`src/rtl/cpu_pkg.sv`:
```
// Shared CPU definitions: divider FSM state encoding and default divider sizing.
package cpu_pkg;

  localparam int DIV_WIDTH = 32;
  localparam int DIV_CNT_W = 5;

  typedef enum logic [1:0] {
    DIV_IDLE = 2'd0,
    DIV_RUN  = 2'd1,
    DIV_DONE = 2'd2
  } div_state_t;

endpackage

```
`src/rtl/div_step.sv`:
```
// One combinational restoring-division iteration: shift {rem, quo} left by one,
// trial-subtract the divisor, keep the difference and set the quotient bit if non-negative.
module div_step #(
  parameter int WIDTH = 32
) (
  input  logic [WIDTH-1:0] rem_in,
  input  logic [WIDTH-1:0] quo_in,
  input  logic [WIDTH-1:0] divisor,
  output logic [WIDTH-1:0] rem_out,
  output logic [WIDTH-1:0] quo_out
);

  logic [WIDTH:0] shifted;
  logic [WIDTH:0] trial;

  // quo_in holds the not-yet-consumed dividend bits in its upper part.
  assign shifted = {rem_in, quo_in[WIDTH-1]};
  assign trial   = shifted - {1'b0, divisor};

  always_comb begin
    if (!trial[WIDTH]) begin
      rem_out = trial[WIDTH-1:0];
      quo_out = {quo_in[WIDTH-2:0], 1'b1};
    end else begin
      rem_out = shifted[WIDTH-1:0];
      quo_out = {quo_in[WIDTH-2:0], 1'b0};
    end
  end

endmodule

```
`src/rtl/div_unit.sv`:
```
// Multi-cycle restoring divider for DIV/DIVU (one quotient bit per cycle).
// Optional DIV_ZERO_FAST_EN: divide-by-zero completes one cycle after start and raises div_zero.
module div_unit
  import cpu_pkg::*;
#(
  parameter int WIDTH = DIV_WIDTH,
  parameter int CNT_W = DIV_CNT_W
) (
  input  logic             clk,
  input  logic             rst_n,
  input  logic             start,
  input  logic             is_signed,
  input  logic [WIDTH-1:0] dividend,
  input  logic [WIDTH-1:0] divisor,
  output logic             busy,
  output logic             done,
  output logic [WIDTH-1:0] quotient,
  output logic [WIDTH-1:0] remainder,
  output div_state_t       state_dbg
`ifdef DIV_ZERO_FAST_EN
  ,
  output logic             div_zero
`endif
);

  div_state_t       state, state_nxt;
  logic [WIDTH-1:0] rem_q, quo_q, div_q;
  logic [CNT_W-1:0] cnt_q;
  logic             neg_quo, neg_rem, dz_q;
  logic [WIDTH-1:0] step_rem, step_quo;
  logic [WIDTH-1:0] a_mag, b_mag;
  logic             a_neg, b_neg, zero_in, fast_zero, accept, last_iter;

  assign a_neg     = is_signed & dividend[WIDTH-1];
  assign b_neg     = is_signed & divisor[WIDTH-1];
  assign a_mag     = a_neg ? -dividend : dividend;
  assign b_mag     = b_neg ? -divisor : divisor;
  assign zero_in   = (divisor == '0);
  assign accept    = start & (state != DIV_RUN);
  assign last_iter = (state == DIV_RUN) && (cnt_q == CNT_W'(WIDTH - 1));

`ifdef DIV_ZERO_FAST_EN
  assign fast_zero = zero_in;
  assign div_zero  = done & dz_q;
`else
  assign fast_zero = 1'b0;
`endif

  div_step #(.WIDTH(WIDTH)) u_step (
    .rem_in  (rem_q),
    .quo_in  (quo_q),
    .divisor (div_q),
    .rem_out (step_rem),
    .quo_out (step_quo)
  );

  always_ff @(posedge clk or negedge rst_n) begin
    if (!rst_n) state <= DIV_IDLE;
    else        state <= state_nxt;
  end

  // busy covers the issue cycle so the decoder stalls before the FSM leaves IDLE/DONE.
  always_comb begin
    state_nxt = state;
    busy      = (state == DIV_RUN) | start;
    done      = (state == DIV_DONE);
    state_dbg = state;
    case (state)
      DIV_IDLE, DIV_DONE: begin
        if (start) state_nxt = fast_zero ? DIV_DONE : DIV_RUN;
        else       state_nxt = DIV_IDLE;
      end
      DIV_RUN: begin
        if (last_iter) state_nxt = DIV_DONE;
      end
      default: state_nxt = DIV_IDLE;
    endcase
  end

  always_ff @(posedge clk or negedge rst_n) begin
    if (!rst_n) begin
      rem_q     <= '0;
      quo_q     <= '0;
      div_q     <= '0;
      cnt_q     <= '0;
      neg_quo   <= 1'b0;
      neg_rem   <= 1'b0;
      dz_q      <= 1'b0;
      quotient  <= '0;
      remainder <= '0;
    end else if (accept) begin
      rem_q   <= '0;
      quo_q   <= a_mag;
      div_q   <= b_mag;
      cnt_q   <= '0;
      neg_quo <= a_neg ^ b_neg;
      neg_rem <= a_neg;
      dz_q    <= zero_in;
      if (fast_zero) begin
        quotient  <= '1;
        remainder <= dividend;
      end
    end else if (state == DIV_RUN) begin
      rem_q <= step_rem;
      quo_q <= step_quo;
      cnt_q <= cnt_q + CNT_W'(1);
      // Divide-by-zero: the iterations leave |dividend| as remainder, so the
      // remainder fix-up restores the original dividend; only the quotient is forced.
      if (last_iter) begin
        quotient  <= dz_q ? '1 : (neg_quo ? -step_quo : step_quo);
        remainder <= neg_rem ? -step_rem : step_rem;
      end
    end
  end

endmodule
```
`config.mk`:
```
export PLATFORM = sky130hd
export DESIGN_NAME = div_unit
export DESIGN_NICKNAME = d
export VERILOG_FILES = /design/src/rtl/cpu_pkg.sv /design/src/rtl/div_step.sv /design/src/rtl/div_unit.sv
export SDC_FILE = /design/constraint.sdc
export NUM_CORES = 1
export LEC_CHECK = 0
export BUFFER_PORTS_ARGS = -buffer_cell sky130_fd_sc_hd__buf_2
export CAP_MARGIN = 10
export CORE_MARGIN = 2
export CORE_UTILIZATION = 35
export CTS_CLUSTER_DIAMETER = 100
export DETAILED_ROUTE_END_ITERATION = 12
export SLEW_MARGIN = 20
export SYNTH_ARGS = -nofsm -noshare
export SYNTH_HDL_FRONTEND = slang
export SYNTH_SLANG_ARGS = --single-unit
```
`constraint.sdc`:
```
create_clock -name clk -period 10.81 [get_ports clk]
set_input_delay 1.081 -clock clk [delete_from_list [all_inputs] [get_ports clk]]
set_output_delay 1.081 -clock clk [all_outputs]
set_load 0.02 [all_outputs]
```
Word-level counts from Yosys, hierarchy flattened
Cells that the tools add are included.
Widths: inputs -> output; s select.
Word-level totals
  register bits after elaboration: 170
  output and inout bits: 68
  word-level logic and storage cells: 49
Operators by class
  $add $sub $neg: 6
  equality and inequality tests: 5
  muxes and demuxes: 16
  bitwise operators: 6
  reductions and logical operators: 6
Operators by type and width (count)
  $mux 32: 10
  $neg 32->32: 4
  $sub 33x32->33: 1
  $logic_not 32->1: 1
  $mux 5: 2
  $add 5x1->5 const B: 1
  $eq 5x5->1 const B: 1
  $pmux 2 s2: 1
  $and 1x1->1: 3
  $reduce_and 3->1: 1
  $eq 2x1->1 const B: 1
  $eq 2x2->1 const B: 1
  $logic_not 2->1: 1
  $mux 1: 2
  $mux 2: 1
  $ne 2x1->1 const B: 1
  $ne 2x2->1 const B: 1
  $reduce_bool 2->1: 1
  $reduce_or 2->1: 1
  $logic_and 1x1->1: 1
  $not 1->1: 1
  $or 1x1->1: 1
  $xor 1x1->1: 1

Logic depth before layout (Yosys ltp)
Gate-level depths: netlist (run 1).
  word-level depth: 5
  depth in mapped cells: 25
  depth with buffers taken out: 21

Hierarchy
A second synthesis (run 1) with hierarchy kept.
Unflattened totals
  cell total of the unflattened synthesis: 1422
  area total of the unflattened synthesis: 12213.0 sq um
By module, submodules not included
  div_unit: instances 1, cells an instance 1082, area each 9663.0 sq um, seq. area each 4254.1 sq um
  div_step: instances 1, cells an instance 340, area each 2549.9 sq um, seq. area each 0.0 sq um

Worst setup path after synthesis (run 1)
Ideal clock, no wire load.
  path kind: register to register
  from: register quo_q[31]
  to: register quotient[28]
  setup time: 137 ps
  arrival: 5360 ps
  data required time: 10673 ps
  path slack: 5313 ps
  cell stages (with the launch flop): 25
  buffers on the path: 4
  cells stage by stage: dfrtp_1 inv_1 ha_1 fa_1 nand2b_1 a21oi_2 o21ai_2 a2111oi_4 o21a_4 nor2_8 inv_4 buf_6 clkbuf_8 clkbuf_8 buf_2 ha_1 nand2b_1 or4_1 or3_1 or2_2 nand2b_1 or3_1 o31ai_1 xor2_1 a21oi_1
Between the ends
  cells in the longest elaborated chain, start to end: 5
RTL lines
  from (decl): line div_unit.sv:27  | logic [WIDTH-1:0] rem_q, quo_q, div_q;
  from (signal assigned): line div_unit.sv:93  | quo_q <= a_mag;
  from (signal assigned): line div_unit.sv:105  | quo_q <= step_quo;
  $sub 33x32->33: line div_step.sv:18  | assign trial = shifted - {1'b0, divisor};
  $mux 1: line div_step.sv:21  | if (!trial[WIDTH]) begin
  $neg 32->32: line div_unit.sv:110  | quotient <= dz_q ? '1 : (neg_quo ? -step_quo : step_quo);
  $mux 32 (2 in series): line div_unit.sv:110
  to (signal assigned): line div_unit.sv:110
  to (decl): line div_unit.sv:17  | output logic [WIDTH-1:0] quotient,
No other way between the ends.
A chain may end at the register's enable or synchronous reset.

Final worst setup path (run 1)
Same ends and word-level chain as after synthesis.

==> qor.yml, run 1 <==
r2r_slack_ps: 4720
cts_buffers: 17
path_buf_inv: 2
totalWireLength_um: 37200
syn2layout_area_growth_pct: 12.7
critical-path-top-delay-family: "simple AND/OR/NAND/NOR gates"
synth_ff_type: "dfrtp_1"
drc_errors: 0
worst_hold_path_type: "register to register"
crit_slowest_cell: "a2111oi_4"
multi_input_area_um2: 7280
vias_per_cell: 5.41
synth_cells: 1485
reg2reg_depth: 20
io_buffer_count: 135
crit_path_start: "quo_q[31]$_DFFE_PN0P_"
htree_levels: 4
rr_endpoint: "quotient[28]$_DFFE_PN0P_"
tightest_slew_ps: 1030
crit_arrival_ps: 6390
clock.fmax_ghz: 0.164
via_count: 11025
layout.nets: 1678
synth.cell_area_um2: 12100
firstDrtPassIters: 7
crit_path_frequent_cell: "nand2b_1"
grt_usage: 0.207
synth_nets: 1592
cp.required_ps: 11110
clockBufferDepth: 2
core_um2: 34400
rsz0062_at_grt: "false"
die_w_um: 190
cp.depth: 20
start_kind: "register"
grt_pass1_wl_um: 59400
synth_warnings: 0
relSlewSlack: 0.313
die-area_um2: 36200
die_height_um: 190
dp_cells: 2007
clock_skew_ps: 16.7
antenna_cells: 0
cts_resized: 0
async_flop_share: 1.00
synth.ff_latch_count: 170
drtAntennaViolNets: 0
final_hold_viol_count: 0
maxCapViolCount: 0
grt_antenna_before_repair: 2
postCtsHoldBufs: 0
cts_setup_buffers: 0
hpwl_um: 27900
post-route-period-util: 0.563
cts_sinks: 170
initial_core_util: 0.353
tns_ps: 0
final-setup-viol-count: 0
path_cells: "inv_1 -> ha_1 -> fa_1 -> nand2b_1 -> a21oi_2 -> o21ai_2 -> a2111oi_4 -> o21a_4 -> nor2_8 -> inv_4 -> ha_1 -> nand2b_1 -> or4_1 -> or3_1 -> or2_2 -> nand2b_1 -> or3_1 -> o31ai_1 -> xor2_1 -> a21oi_1"
slowest_delay_ps: 480
worstPathMaxFanout: 53
final_max_slew_viol_count: 0
reg2reg_from: "quo_q[31]$_DFFE_PN0P_"
dr.first_iter.drc_count: 823
synth_common_cells: "o21ai_0 (194), nand2_1 (188), dfrtp_1 (170)"
avgSynthCellArea_um2: 8.17
ios: 136
yosysTopAreaCell: "dfrtp_1"
wire_per_inst_um: 18.3
rows: 68
criticalPathCategory: "register to register"
path_clk_slew_ps: 70
fill_cells: 3589
gp_congestion: 0.889
yosysSeqAreaShare: 0.350
cts_tree: "built"
clk_latency_ps: 440
synth.distinct_cells: 94
worstSetupEndpoint: "quotient[28]$_DFFE_PN0P_"
period_needed_ps: 6090
ys_top_cells_by_area: "dfrtp_1 (35%), o21ai_0 (8.0%), nand2_1 (5.8%)"
cp-end-kind: "register"
grt_max_degree: 90
whs_ps: 477
grt_pass1_vias: 10500
grt.overflow.total: 0
regArea_um2: 4250
instances_no_fill: 2039
drive_above_1_share: 0.146
yosysMostFrequentCell: "o21ai_0"
outcome: "finished, final reports clean"
synth_top_area_frac: 0.350
synth_edf_count: 0
cts-root-buf: "clkbuf_16"
[through the flow]
step           worst slack [ps]  cell area [um2]  utilization
2_1_floorplan              5310            12100            -
6_report                   4720            13700        0.398
5_1_grt                    4340            13700        0.398
4_1_cts                    4790            13700        0.398
3_3_place_gp               4950            13100        0.380
3_5_place_dp               4840            13100        0.380
[sequential cells by signal, summed over array words and instances, names as in the netlist]
| signal | count |
|---|---|
| div_q | 32 |
| quo_q | 32 |
| quotient | 32 |
| rem_q | 32 |
| remainder | 32 |
| cnt_q | 5 |
| state_dbg | 2 |
| dz_q | 1 |
| neg_quo | 1 |
| neg_rem | 1 |
[layout by cell type (no fill, tap or decap), drive strengths merged, types with 8 or more instances in the layout]
cell type | Yosys | routed
a211oi | 9 | 9
a21oi | 125 | 125
a31oi | 17 | 17
and2 | 10 | 10
buf | 9 | 141
clkbuf | 65 | 19
clkinv | 1 | 9
dfrtp | 170 | 170
ha | 38 | 38
inv | 59 | 60
mux2i | 22 | 22
nand2 | 191 | 191
nand2b | 9 | 9
nand3 | 51 | 51
nand4 | 10 | 10
nor2 | 118 | 118
nor2b | 8 | 8
nor3 | 38 | 38
nor4 | 12 | 12
o21a | 8 | 8
o21ai | 210 | 210
o31ai | 18 | 18
o41ai | 15 | 15
or2 | 8 | 8
or3 | 32 | 32
or4 | 14 | 14
xnor2 | 51 | 51
xor2 | 79 | 79
[final cells by class]
| class | count | area share |
|---|---|---|
| clock inverters | 13 | 0.0121 |
| clock buffers | 19 | 0.0331 |
| repair buffers | 141 | 0.0534 |
| multi-input cells | 1181 | 0.532 |
| flip-flops and latches | 170 | 0.311 |
| well taps | 455 | 0.0416 |
| inverters | 60 | 0.0167 |
[worst min-delay path, stage by stage (launching register included)]
cell,delay (ps)
dfrtp_1,340
nand2_1,50
o21ai_0,60
[cell families after synthesis]
kind of cell | Yosys count | synth area share
compound gates | 467 | 0.238
buf+inv | 134 | 0.0512
fa+ha+maj | 39 | 0.0408
mux | 24 | 0.0200
simple gates | 521 | 0.206
flops | 170 | 0.350
xor+xnor | 130 | 0.0938
[per-layer routing]
metal,track usage,part of all wire,vias up
met5,0,0.00059,-
met3,0.0359,0.050,43
met1,0.307,0.49,5234
met2,0.312,0.44,292
li1,-,-,5452
met4,0.0498,0.016,4
[how the worst min path moves through the flow]
| stage | from | endpoint | depth (start not counted) |
|---|---|---|---|
| 2_1_floorplan | cnt_q[3]$_DFFE_PN0P_ | cnt_q[3]$_DFFE_PN0P_ | 1 |
| 3_3_place_gp | remainder[9]$_DFFE_PN0P_ | remainder[9]$_DFFE_PN0P_ | 2 |
| 3_5_place_dp | remainder[17]$_DFFE_PN0P_ | remainder[17]$_DFFE_PN0P_ | 2 |
| 4_1_cts | remainder[17]$_DFFE_PN0P_ | remainder[17]$_DFFE_PN0P_ | 2 |
| 5_1_grt | cnt_q[3]$_DFFE_PN0P_ | cnt_q[3]$_DFFE_PN0P_ | 1 |
| 6_report | remainder[12]$_DFFE_PN0P_ | remainder[12]$_DFFE_PN0P_ | 2 |
Power of run 1 is not shown: default switching activity piles up to over one toggle a cycle in this logic, so the estimate is an artifact.
==> inputs of run 2 (changes only) <==
==> constraint.sdc (replaced) <==
create_clock -name clk -period 5.5 [get_ports clk]
set_input_delay 0.55 -clock clk [delete_from_list [all_inputs] [get_ports clk]]
set_output_delay 0.55 -clock clk [all_outputs]
set_load 0.02 [all_outputs]
==> qor.yml, run 2 (same netlist as run 1, synthesis figures left out) <==
relSlewSlack: 0.317  # +0.00401
tightest_slew_ps: 1020  # -9.63 ps
postCtsHoldBufs: 0  # unchanged
core_um2: 34400  # unchanged
io_buffer_count: 135  # unchanged
clock_skew_ps: 11.4  # -5.28 ps
period_needed_ps: 5240  # -848 ps
final_area_um2: 13800  # +0.60%
grt_usage: 0.207  # -0.000517
grt.overflow.total: 0  # unchanged
final_common_cell: "o21ai_0"
wire_per_inst_um: 18.1  # -0.74%
r2r_slack_ps: 260  # -4460 ps
final-setup-viol-count: 0  # unchanged
clock.fmax_ghz: 0.191  # +16%
instances_no_fill: 2053  # +0.69%
dr.first_iter.drc_count: 872  # +6.0%
worstPathMaxFanout: 6  # -89%
cts_sinks: 170  # unchanged
placed_area_um2: 13100  # +0.63%
antenna_cells: 0  # unchanged
post-route-util: 0.400  # +0.00240
grt_antenna_before_repair: 2  # unchanged
via_count: 11146  # +1.1%
ios: 136  # unchanged
initial_core_util: 0.353  # unchanged
outcome: "finished, final reports clean"
dp_cells: 2018  # +0.55%
htree_levels: 4  # unchanged
gp_congestion: 0.906  # +1.9%
die_height_um: 190  # unchanged
hpwl_um: 28300  # +1.1%
drive_above_1_share: 0.156  # +0.00936
final_max_slew_viol_count: 0  # unchanged
clockBufferDepth: 2  # unchanged
syn2layout_area_growth_pct: 13.4
firstDrtPassIters: 5  # -2
cp.required_ps: 5810  # -5300 ps
drtAntennaViolNets: 0  # unchanged
layout.nets: 1693  # +0.89%
path_clk_slew_ps: 80  # about the same
post-route-period-util: 0.953  # +0.389
totalWireLength_um: 37200  # about the same
die_w_um: 190  # unchanged
final_cell_mix: "o21ai_0 (194), nand2_1 (187), dfrtp_1 (170)"
drc_errors: 0  # unchanged
start_kind: "register"
grt_max_degree: 71  # -21%
cts_buffers: 17  # unchanged
grt_pass1_wl_um: 59000  # -0.74%
worst_hold_path_type: "input pin to async pin"
cts-root-buf: "clkbuf_16"
crit_arrival_ps: 5540  # -850 ps
clk_latency_ps: 440  # about the same
final_hold_viol_count: 0  # unchanged
whs_ps: 115  # -362 ps
die-area_um2: 36200  # unchanged
criticalPathCategory: "register to register"
cp-end-kind: "register"
grt_pass1_vias: 10671  # +1.6%
vias_per_cell: 5.43  # +0.41%
fill_cells: 3568  # -0.59%
cts_tree: "built"
maxCapViolCount: 0  # unchanged
rows: 68  # unchanged
## run 2: critical path, cell delays in order (launching register included)
cell and delay [ps]:
dfrtp_1 390, inv_1 90, ha_1 270, fa_1 440, nand2b_1 210, a21oi_2 240, o21ai_2 160, a2111oi_4 460
o21a_4 220, nor2_8 50, inv_4 70, ha_1 170, nand2b_1 80, or4_1 460, or3_1 390, or2_2 300
nand2b_1 210, or3_1 430, o21ai_0 230, xor2_1 160, a21oi_1 80
## run 2: cell type report
cell class | count | area (um2) | share of cell area
sequential | 170 | 4250 | 0.309
inverter | 60 | 228 | 0.0165
multi-input combinational | 1181 | 7290 | 0.530
tap | 455 | 569 | 0.0414
clock inverter | 13 | 143 | 0.0104
timing repair buffer | 156 | 840 | 0.0610
clock buffer | 18 | 439 | 0.0319
## run 2: timing repair
item / 4_1_cts / 5_1_grt
setup endpoints to repair: 0 / 4
buffers inserted: 0 / 4
gates resized for setup: 0 / 3
## run 2: path summary, 6_finish.rpt
check / startpoint / to / cells after the start
worst max register to register: quo_q[31]$_DFFE_PN0P_ / quotient[30]$_DFFE_PN0P_ / 20
max in group asynchronous: rst_n / quo_q[24]$_DFFE_PN0P_ / 2
worst min register to register: remainder[10]$_DFFE_PN0P_ / remainder[10]$_DFFE_PN0P_ / 2
min in group clk: divisor[31] / dz_q$_DFFE_PN0P_ / 2
worst min-delay path: rst_n / div_q[20]$_DFFE_PN0P_ / 1
worst max-delay path: quo_q[31]$_DFFE_PN0P_ / quotient[30]$_DFFE_PN0P_ / 20
## run 2: routing by layer
layer / GRT usage / vias to the layer above / wire [um]
met5: 0 / - / 22
met4: 0.0650 / 4 / 825
met3: 0.0407 / 50 / 2130
met2: 0.313 / 319 / 16300
met1: 0.296 / 5284 / 17900
li1: - / 5489 / -
## run 2: through the flow
stage | setup WS (ps) | TNS, ps
floorplan | 2.85 | 0
global placement | 381 | 0
detailed placement | 308 | 0
CTS | 252 | 0
global route | -14.2 | -18.4
finish | 261 | 0
Power of run 2 is left out for the same reason.
==> inputs of run 3 (changes only) <==
--- a/config.mk
+++ b/config.mk
@@ -5,12 +5,12 @@
 export SDC_FILE = /design/constraint.sdc
 export NUM_CORES = 1
 export LEC_CHECK = 0
-export BUFFER_PORTS_ARGS = -buffer_cell sky130_fd_sc_hd__buf_2
 export CAP_MARGIN = 10
 export CORE_MARGIN = 2
 export CORE_UTILIZATION = 35
 export CTS_CLUSTER_DIAMETER = 100
 export DETAILED_ROUTE_END_ITERATION = 12
+export DONT_BUFFER_PORTS = 1
 export SLEW_MARGIN = 20
 export SYNTH_ARGS = -nofsm -noshare
 export SYNTH_HDL_FRONTEND = slang
==> qor.yml, run 3 (same netlist as run 1, synthesis figures left out) <==
final_max_slew_viol_count: 0  # unchanged
dr.first_iter.drc_count: 792  # -9.2%
relSlewSlack: 0.359  # +0.0417
grt_antenna_before_repair: 0  # -2
layout.nets: 1555  # -8.2%
rows: 68  # unchanged
grt_max_degree: 171  # +140%
htree_levels: 4  # unchanged
drtAntennaViolNets: 0  # unchanged
crit_arrival_ps: 5460  # -80 ps
final_cell_mix: "o21ai_0 (194), nand2_1 (187), dfrtp_1 (170)"
rr_endpoint: "quotient[28]$_DFFE_PN0P_"
tns_ps: 0  # unchanged
m1WireLength_um: 16900  # -5.7%
start_kind: "register"
wl_met2_um: 16200  # -0.83%
outcome: "finished, final reports clean"
period_needed_ps: 5160  # -75.2 ps
cts_sinks: 170  # unchanged
rsz0062_at_grt: "false"
totalWireLength_um: 36500  # -1.9%
cts_buffers: 17  # unchanged
firstDrtPassIters: 5  # unchanged
clockBufferDepth: 2  # unchanged
tightest_slew_ps: 958  # -62.3 ps
die_height_um: 190  # unchanged
maxCapViolCount: 0  # unchanged
worstPathMaxFanout: 10  # +4
clock_skew_ps: 9.13  # -2.28 ps
cp.required_ps: 5800  # about the same
die_w_um: 190  # unchanged
antenna_cells: 0  # unchanged
drc_errors: 0  # unchanged
grt_pass1_wl_um: 57200  # -3.0%
criticalPathCategory: "register to register"
grt_pass1_vias: 10149  # -4.9%
clk_latency_ps: 440  # about the same
die-area_um2: 36200  # unchanged
clock.fmax_ghz: 0.194  # +1.5%
r2r_slack_ps: 340  # +80 ps
vias_per_cell: 5.56  # +2.4%
ios: 136  # unchanged
gp_congestion: 0.921  # +1.7%
grt_usage: 0.201  # -0.00544
drive_above_1_share: 0.0746  # -0.0812
wire_per_inst_um: 19.1  # +5.1%
syn2layout_area_growth_pct: 7.85
initial_core_util: 0.353  # unchanged
post-route-period-util: 0.939  # -0.0137
worst_hold_path_type: "input pin to async pin"
final_hold_viol_count: 0  # unchanged
cts-root-buf: "clkbuf_16"
reg2reg_depth: 20  # unchanged
hpwl_um: 27200  # -3.7%
io_buffer_count: 0  # -100%
path_clk_slew_ps: 70  # about the same
final_common_cell: "o21ai_0"
top_layer: "met4"
cp-end-kind: "register"
cts_tree: "built"
route.met3.wl_um: 2850  # +34%
core_um2: 34400  # unchanged
via_count: 10649  # -4.5%
final-setup-viol-count: 0  # unchanged
reg2reg_from: "quo_q[31]$_DFFE_PN0P_"
grt.overflow.total: 0  # unchanged
[run 3: cell types whose count changed in the layout (fill, tap and decap cells not counted), sizes merged]
cell and change:
buf -138, inv +1, clkinv -1, clkbuf +1
[run 3: cell type report]
| type | instances | area [um2] |
|---|---|---|
| Tap cell | 455 | 569 |
| Timing Repair Buffer | 18 | 155 |
| Inverter | 60 | 228 |
| Fill cell | 3538 | 21300 |
| Clock inverter | 13 | 154 |
| Sequential cell | 170 | 4250 |
| Clock buffer | 19 | 443 |
| Multi-Input combinational cell | 1181 | 7290 |
[run 3: worst max-delay path, stage by stage, from the launching register on]
cell and delay (ps):
dfrtp_1 410, inv_1 100, ha_1 270, fa_1 450, nand2b_1 220, a21oi_2 210, o21ai_2 120, a2111oi_4 340
o21a_4 230, nor2_8 60, inv_4 110, ha_1 190, nand2b_1 70, or4_1 450, or3_1 380, or2_2 300
nand2b_1 210, or3_1 420, o31ai_2 220, xor2_1 170, a21oi_1 90
[run 3: through the flow]
stage	std cells	hold WS (ps)	cell area [um2]	setup slack [ps]	utilization
2_1_floorplan	1485	254	12100	2.85	-
3_3_place_gp	1882	266	12400	405	0.362
3_5_place_dp	1882	267	12400	329	0.362
4_1_cts	1915	186	13100	300	0.380
5_1_grt	1916	186	13100	3.66	0.381
6_report	1916	110	13100	336	0.381
[run 3: worst max-delay path by stage]
stage / start / end / slack, ps / cells after the start
floorplan: quo_q[31]$_DFFE_PN0P_ / quotient[28]$_DFFE_PN0P_ / 3 / 24
global placement: quo_q[31]$_DFFE_PN0P_ / quotient[28]$_DFFE_PN0P_ / 410 / 20
detailed placement: quo_q[31]$_DFFE_PN0P_ / quotient[28]$_DFFE_PN0P_ / 330 / 20
CTS: quo_q[31]$_DFFE_PN0P_ / quotient[28]$_DFFE_PN0P_ / 300 / 20
global route: quo_q[31]$_DFFE_PN0P_ / quotient[28]$_DFFE_PN0P_ / 4 / 20
finish: quo_q[31]$_DFFE_PN0P_ / quotient[28]$_DFFE_PN0P_ / 340 / 20
[run 3: timing repair]
item,4_1_cts,5_1_grt
resized for setup,0,2
endpoints found under the setup margin,0,1
hold endpoints to repair,170,0
hold buffers,1,0
setup buffers,0,1
[run 3: metal layers]
layer / vias up / track usage
met1: 5094 / 0.280
met4: 0 / 0.0492
met2: 310 / 0.310
met3: 37 / 0.0541
li1: 5208 / -
met5: - / 0
Power of run 3 is left out for the same reason.
